**config.mk**
```make
export PLATFORM = sky130hd
export DESIGN_NAME = vga_sync_generator
export DESIGN_NICKNAME = d
export VERILOG_FILES = /design/src/rtl/vga_timing_pkg.sv /design/src/rtl/vga_sync_generator_axis_timer.sv /design/src/rtl/vga_sync_generator.sv
export SDC_FILE = /design/constraint.sdc
export NUM_CORES = 1
export LEC_CHECK = 0
export ABC_CLOCK_PERIOD_IN_PS = 3230
export BUFFER_PORTS_ARGS = -buffer_cell sky130_fd_sc_hd__buf_2
export CAP_MARGIN = 20
export CORE_ASPECT_RATIO = 2
export CORE_MARGIN = 2
export CORE_UTILIZATION = 35
export DETAILED_ROUTE_END_ITERATION = 12
export GPL_TIMING_DRIVEN = 0
export SYNTH_ARGS = -nofsm -noshare
export SYNTH_HDL_FRONTEND = slang
export SYNTH_HIERARCHICAL = 1
export SYNTH_SLANG_ARGS = --single-unit
```
**constraint.sdc**
```tcl
create_clock -name clkin -period 3.23 [get_ports clkin]
set_input_delay 0.4845 -clock clkin [delete_from_list [all_inputs] [get_ports clkin]]
set_output_delay 0.4845 -clock clkin [all_outputs]
set_load 0.01 [all_outputs]
```
**src/rtl/vga_timing_pkg.sv**
```systemverilog
// rtl/vga_timing_pkg.sv - shared region type and default 640x480@60 raster constants
package vga_timing_pkg;

    typedef enum logic [1:0] {ACTIVE, FRONT, SYNC, BACK} vga_region_e;

    localparam int DEF_H_ACTIVE = 640;
    localparam int DEF_H_FP     = 16;
    localparam int DEF_H_SYNC   = 96;
    localparam int DEF_H_BP     = 48;
    localparam int DEF_V_ACTIVE = 480;
    localparam int DEF_V_FP     = 10;
    localparam int DEF_V_SYNC   = 2;
    localparam int DEF_V_BP     = 33;

    localparam int DEF_H_TOTAL = DEF_H_ACTIVE + DEF_H_FP + DEF_H_SYNC + DEF_H_BP;
    localparam int DEF_V_TOTAL = DEF_V_ACTIVE + DEF_V_FP + DEF_V_SYNC + DEF_V_BP;

endpackage

```
**src/rtl/vga_sync_generator_axis_timer.sv**
```systemverilog
// rtl/vga_sync_generator_axis_timer.sv - one raster axis: counter, region FSM and wrap pulse
module vga_axis_timer #(
    parameter int ACTIVE = 640,
    parameter int FP     = 16,
    parameter int SYNC   = 96,
    parameter int BP     = 48,
    parameter int CW     = 10
) (
    input  logic                          clkin,
    input  logic                          reset,
    input  logic                          advance,
    output logic [CW-1:0]                 count,
    output vga_timing_pkg::vga_region_e   region,
    output logic                          wrap
);

    localparam int TOTAL = ACTIVE + FP + SYNC + BP;
    localparam logic [CW-1:0] LAST_ACTIVE = CW'(ACTIVE - 1);
    localparam logic [CW-1:0] LAST_FRONT  = CW'(ACTIVE + FP - 1);
    localparam logic [CW-1:0] LAST_SYNC   = CW'(ACTIVE + FP + SYNC - 1);
    localparam logic [CW-1:0] LAST        = CW'(TOTAL - 1);

    vga_timing_pkg::vga_region_e region_next;

    // Pulses on the edge where the counter returns to zero.
    assign wrap = advance && (count == LAST);

    always_comb begin
        region_next = region;
        case (region)
            vga_timing_pkg::ACTIVE: if (count == LAST_ACTIVE) region_next = vga_timing_pkg::FRONT;
            vga_timing_pkg::FRONT:  if (count == LAST_FRONT)  region_next = vga_timing_pkg::SYNC;
            vga_timing_pkg::SYNC:   if (count == LAST_SYNC)   region_next = vga_timing_pkg::BACK;
            vga_timing_pkg::BACK:   if (count == LAST)        region_next = vga_timing_pkg::ACTIVE;
            default:                region_next = vga_timing_pkg::ACTIVE;
        endcase
    end

    always_ff @(posedge clkin) begin
        if (reset) begin
            count  <= '0;
            region <= vga_timing_pkg::ACTIVE;
        end else if (advance) begin
            count  <= wrap ? '0 : count + 1'b1;
            region <= region_next;
        end
    end

endmodule

```
**src/rtl/vga_sync_generator.sv**
```systemverilog
// rtl/vga_sync_generator.sv - raster counters, sync, active-video and boundary strobes
module vga_sync_generator
    import vga_timing_pkg::*;
#(
    parameter int   H_ACTIVE = DEF_H_ACTIVE,
    parameter int   H_FP     = DEF_H_FP,
    parameter int   H_SYNC   = DEF_H_SYNC,
    parameter int   H_BP     = DEF_H_BP,
    parameter int   V_ACTIVE = DEF_V_ACTIVE,
    parameter int   V_FP     = DEF_V_FP,
    parameter int   V_SYNC   = DEF_V_SYNC,
    parameter int   V_BP     = DEF_V_BP,
    parameter logic SYNC_POL = 1'b0,
    parameter int   CW       = 10
) (
    input  logic          clkin,
    input  logic          reset,
    input  logic          ce,
    output logic [CW-1:0] hcount,
    output logic [CW-1:0] vcount,
    output logic          hsync,
    output logic          vsync,
    output logic          video_on,
    output logic          frame_start,
    output logic          line_end
);

    localparam int H_TOTAL = H_ACTIVE + H_FP + H_SYNC + H_BP;
    localparam logic [CW-1:0] H_LAST = CW'(H_TOTAL - 1);

    logic [CW-1:0] h_count, v_count;
    vga_region_e   h_region, v_region;
    logic          h_wrap, v_wrap;
    logic          at_origin;

    // The timers run one pixel ahead; the output stage below registers their
    // decode so every output lines up with the hcount/vcount it presents.
    vga_axis_timer #(
        .ACTIVE(H_ACTIVE), .FP(H_FP), .SYNC(H_SYNC), .BP(H_BP), .CW(CW)
    ) u_htimer (
        .clkin(clkin), .reset(reset), .advance(ce),
        .count(h_count), .region(h_region), .wrap(h_wrap)
    );

    vga_axis_timer #(
        .ACTIVE(V_ACTIVE), .FP(V_FP), .SYNC(V_SYNC), .BP(V_BP), .CW(CW)
    ) u_vtimer (
        .clkin(clkin), .reset(reset), .advance(ce & h_wrap),
        .count(v_count), .region(v_region), .wrap(v_wrap)
    );

    // at_origin marks that the timers currently sit at (0,0) of a new frame.
    always_ff @(posedge clkin) begin
        if (reset) begin
            hcount      <= '0;
            vcount      <= '0;
            hsync       <= ~SYNC_POL;
            vsync       <= ~SYNC_POL;
            video_on    <= 1'b0;
            frame_start <= 1'b0;
            line_end    <= 1'b0;
            at_origin   <= 1'b1;
        end else if (ce) begin
            hcount      <= h_count;
            vcount      <= v_count;
            hsync       <= (h_region == SYNC) ? SYNC_POL : ~SYNC_POL;
            vsync       <= (v_region == SYNC) ? SYNC_POL : ~SYNC_POL;
            video_on    <= (h_region == ACTIVE) && (v_region == ACTIVE);
            frame_start <= at_origin;
            line_end    <= (h_count == H_LAST);
            at_origin   <= v_wrap;
        end
    end

endmodule

```
Yosys cells after proc, flatten, opt, wreduce, memory -nomap -nowiden
Cells that the tools add are included.
- register bits after elaboration: 50
- bits in latches: 0
- RAM bits: 0
- bits in read-only memories: 0
- memories kept: 0
- add/sub/neg operators: 2
- $mul: 0
- divide/modulo/power cells: 0
- order comparisons: 0
- eq/ne operators: 22
- shifts and indexed selects: 0
- mux-type cells: 14
- bitwise gates (word level): 1
- reduce and logical (&&, ||, !) cells: 7
- operators by type and width (cell ; number):
    == test 10 bit (second input constant) ; 5
    == test 10 x 9 -> 1 bit (second input constant) ; 3
    adder 10 x 1 -> 10 bit (second input constant) ; 2
    two-way mux 10 bit ; 2
    two-way mux 2 bit ; 8
    case mux 2 bit (4 select lines) ; 2
    inequality test 2 x 1 -> 1 bit (second input constant) ; 7
    AND reduction 5 bit ; 2
    == test 2 bit (second input constant) ; 4
    == test 2 x 1 -> 1 bit (second input constant) ; 2
    zero test 2 bit ; 2
    logical AND 1 bit ; 3
    two-way mux 1 bit ; 2
    inequality test 2 bit (second input constant) ; 1
    AND 1 bit ; 1

Depth between registers and ports, before layout
- depth in word-level cells: 5
- depth in mapped cells: 10

By module
The synthesis kept the hierarchy.
- modules (own cells, without submodules) (module ; instances ; cells each ; area each (sq um) ; sequential area each (sq um)):
    vga_sync_generator ; 1 ; 91 ; 965.9 ; 520.5
    vga_axis_timer at u_vtimer ; 1 ; 81 ; 780.7 ; 240.2
    vga_axis_timer at u_htimer ; 1 ; 75 ; 645.6 ; 240.2

Worst setup path before layout
Ideal clock, no wire load.
- kind: register -> register
- from: register u_htimer.count[0]
- to: register u_vtimer.region[0]
- library setup time: 72 ps
- arrival time: 2319 ps
- setup slack: 839 ps
- stages on the path, launching flop included: 11
- buffers on the path: 1
- clock period less this slack: 2391 ps
- cell sequence: dfxtp_1 > ha_1 > nand4_1 > or4_4 > nor2_1 > and2_1 > buf_4 > nor2b_1 > a41oi_2 > a2111oi_4 > mux2i_1
- longest elaborated chain between the ends: 4
- ends and longest elaborated chain (element ; RTL line ; text):
    start, declared ; vga_sync_generator_axis_timer.sv:12 ; output logic [CW-1:0] count,
    start signal, assigned ; vga_sync_generator_axis_timer.sv:44 ; count <= wrap ? '0 : count + 1'b1;
    == test 10 bit ; vga_sync_generator_axis_timer.sv:26 ; assign wrap = advance && (count == LAST);
    logical AND 1 bit ; vga_sync_generator_axis_timer.sv:26 ;
    via h_wrap ; vga_sync_generator.sv:33 ; logic h_wrap, v_wrap;
    AND 1 bit ; vga_sync_generator.sv:48 ; .clkin(clkin), .reset(reset), .advance(ce & h_wrap),
    AND reduction 5 bit (no line) ; -- ;
    end signal, assigned ; vga_sync_generator_axis_timer.sv:42 ; region <= vga_timing_pkg::ACTIVE;
    end signal, assigned ; vga_sync_generator_axis_timer.sv:45 ; region <= region_next;
    end, declared ; vga_sync_generator_axis_timer.sv:13 ; output vga_timing_pkg::vga_region_e region,
The timed path passes the listed nets, and every way through them passes these cells.
A chain may end at the register's enable or synchronous reset.

Worst setup path after layout
Same ends and word-level chain as after synthesis.

==> reports/qor.yml <==
status: "finished, final reports clean"
p_leak_nw: 1.163
crit_arrival_ns: 2.96
insertion_delay_ns: 0.29
final_nets: 299
comb_power_share: 0.042
pwr-share-seq: 0.520
ys_seq_area_frac: 0.4184
clk_pin_slew_worst_paths_ns: 0.07
start_util: 0.3613
power_frac_clock: 0.438
cts_buffers: 5
period_share: 0.8483
synth_edf_count: 0
cts_sinks: 50
grt_pass1_wl_um: 8273
cts_setup_buffers: 0
p_per_area_mw_per_mm2: 433.9
fp.dieH_um: 120.9
firstDrtPassIters: 4
critical_path_class: "reg -> reg"
cts_tree: "yes"
period_minus_slack_ns: 2.740
synth_area_mm2: 0.002392
wirelength_um: 4841
fmax_mhz: 365.0
port_buffers: 27
p_switching_w: 0.0002759
vias: 1810
cts_hold_buf: 0
final-setup-viol-count: 0
worst_pin_slew_ns: 0.7686
power.total_w: 0.001209
rsz0062_at_grt: "no"
synthArstFlopShare: 0
crit_fanout: 8
ys_types: 49
ys_ff_latch: 50
grt_pass1_vias: 1766
ioPinCount: 28
syn_inst: 247
area_growth_pct: 16.47
grt_usage: 0.1400
die_area_mm2: 0.007553
startpoint_type: "flop"
place.gp.congestion: 0.7868
skew_ns: 0.006642
layout-drive-gt1-share: 0.1809
antenna_found_initial: 0
fin_tns_setup_ns: 0
ctsLongestPathBuffers: 2
synthesis.nets: 265
num_antenna_cells: 0
power.internal_w: 0.0009330
avgSynthCellArea_um2: 9.685
vdd_drop_max_mv: 0.2947
h-tree-depth: 2
ant_nets: 0
required_ns: 3.45
hold_class: "reg -> reg"
grt-ovfl-total: 0
fp.dieW_um: 62.46
max-slew-margin-rel: 0.4842
endpoint_kind: "flop"
wire_per_inst_um: 13.08
core_area_mm2: 0.006621
root_buffer: "clkbuf_16"
drv_cap: 0
synth_flop_cell: "dfxtp_1"
finalHoldViolCount: 0
maxSlewViolCount: 0
yosysWarnings: 6
dp_hpwl_um: 3597
cts_resized: 0
switching_share: 0.2282
drc: 0
grt_max_degree: 18
via_per_inst: 4.892
drt_iter0_drc: 53
num_rows: 42
## logic make-up after synthesis
kind of cell | synth area share
simple gates | 0.2244
buf+inv | 0.03399
fa+ha+maj | 0.07845
flops | 0.4184
compound gates | 0.06957
xor+xnor | 0.06224
mux | 0.1130
## placed cells by master (no fill, tap or decap), types with 3 or more instances in the layout
cell	count
inv_1	12
dfxtp_1	50
xnor2_1	6
ha_1	15
xor2_1	11
clkbuf_16	5
nand4_1	9
nor2b_1	3
nand2b_1	6
nor2_1	47
mux2i_1	27
o21ai_0	4
nand2_1	9
clkbuf_1	3
buf_2	29
## stage by stage
| stage | util | setup WS [ns] | cells | hold WS [ns] | area, um^2 |
|---|---|---|---|---|---|
| floorplan | - | 0.8388 | 247 | 0.4557 | 2392 |
| global placement | 0.3983 | 0.5229 | 362 | 0.4620 | 2638 |
| finish | 0.4208 | 0.4899 | 370 | 0.4878 | 2786 |
| global route | 0.4208 | 0.3162 | 370 | 0.5187 | 2786 |
| CTS | 0.4208 | 0.4837 | 370 | 0.4957 | 2786 |
| detailed placement | 0.3983 | 0.5103 | 362 | 0.4766 | 2638 |
## cell usage after synthesis, types with 3 or more instances
library cell  instances  area share
nand2_1               9       0.014
ha_1                 15       0.078
xnor2_1               6       0.022
xor2_1               11       0.040
nor2_1               47       0.074
o21ai_0               4      0.0084
dfxtp_1              50        0.42
nand2b_1              6       0.016
clkbuf_1              3      0.0047
inv_1                12       0.019
nor2b_1               3      0.0078
mux2i_1              27        0.11
nand4_1               9       0.024
## worst max-delay path: stages (launching register included)
cell,delay [ns]
dfxtp_1,0.42
ha_1,0.23
nand4_1,0.18
or4_4,0.54
nor2_1,0.10
and2_1,0.13
buf_4,0.16
nor2b_1,0.18
a41oi_2,0.07
a2111oi_4,0.45
mux2i_1,0.22
## per-layer routing
metal,part of all wire,wire length [um],track usage
met1,0.40,1915,0.1401
met2,0.54,2628,0.2587
met5,0,0,0
met4,0.040,192,0.09583
met3,0.021,104,0.02319
## final cells by class
type                    count  area [um^2]
flip-flops and latches     50         1001
repair buffers             27        135.1
plain buffers               7        36.28
clock buffers               5        125.1
clock inverters             3        23.77
fillers                   689         3835
inverters                  12        45.04
multi-input cells         178         1310
well taps                  88        110.1
## power groups by stage
stage | Combinational [W] | Sequential, W | Clock [W]
floorplan | 0.0000344 | 0.000643 | 0
global placement | 0.0000521 | 0.000643 | 0
detailed placement | 0.0000522 | 0.000643 | 0
CTS | 0.0000524 | 0.000629 | 0.000549
global route | 0.0000571 | 0.000629 | 0.000574
finish | 0.0000507 | 0.000629 | 0.000530
## sequential cells by signal, indices dropped and copies added (netlist names), 2 cells and up
| register | cells |
|---|---|
| hcount | 10 |
| u_htimer/count | 10 |
| u_vtimer/count | 10 |
| vcount | 10 |
| u_htimer/region | 2 |
| u_vtimer/region | 2 |
## final timing paths
check                                       start            endpoint  slack [ns]  cells after the start
worst max-delay path            u_htimer/count[0]  u_vtimer/region[0]        0.49                     10
worst min-delay path                    hcount[4]           hcount[4]        0.49                      2
worst max register to register  u_htimer/count[0]  u_vtimer/region[0]        0.49                     10
worst min register to register          hcount[4]           hcount[4]        0.49                      2
(Power assumes the default switching activity.)
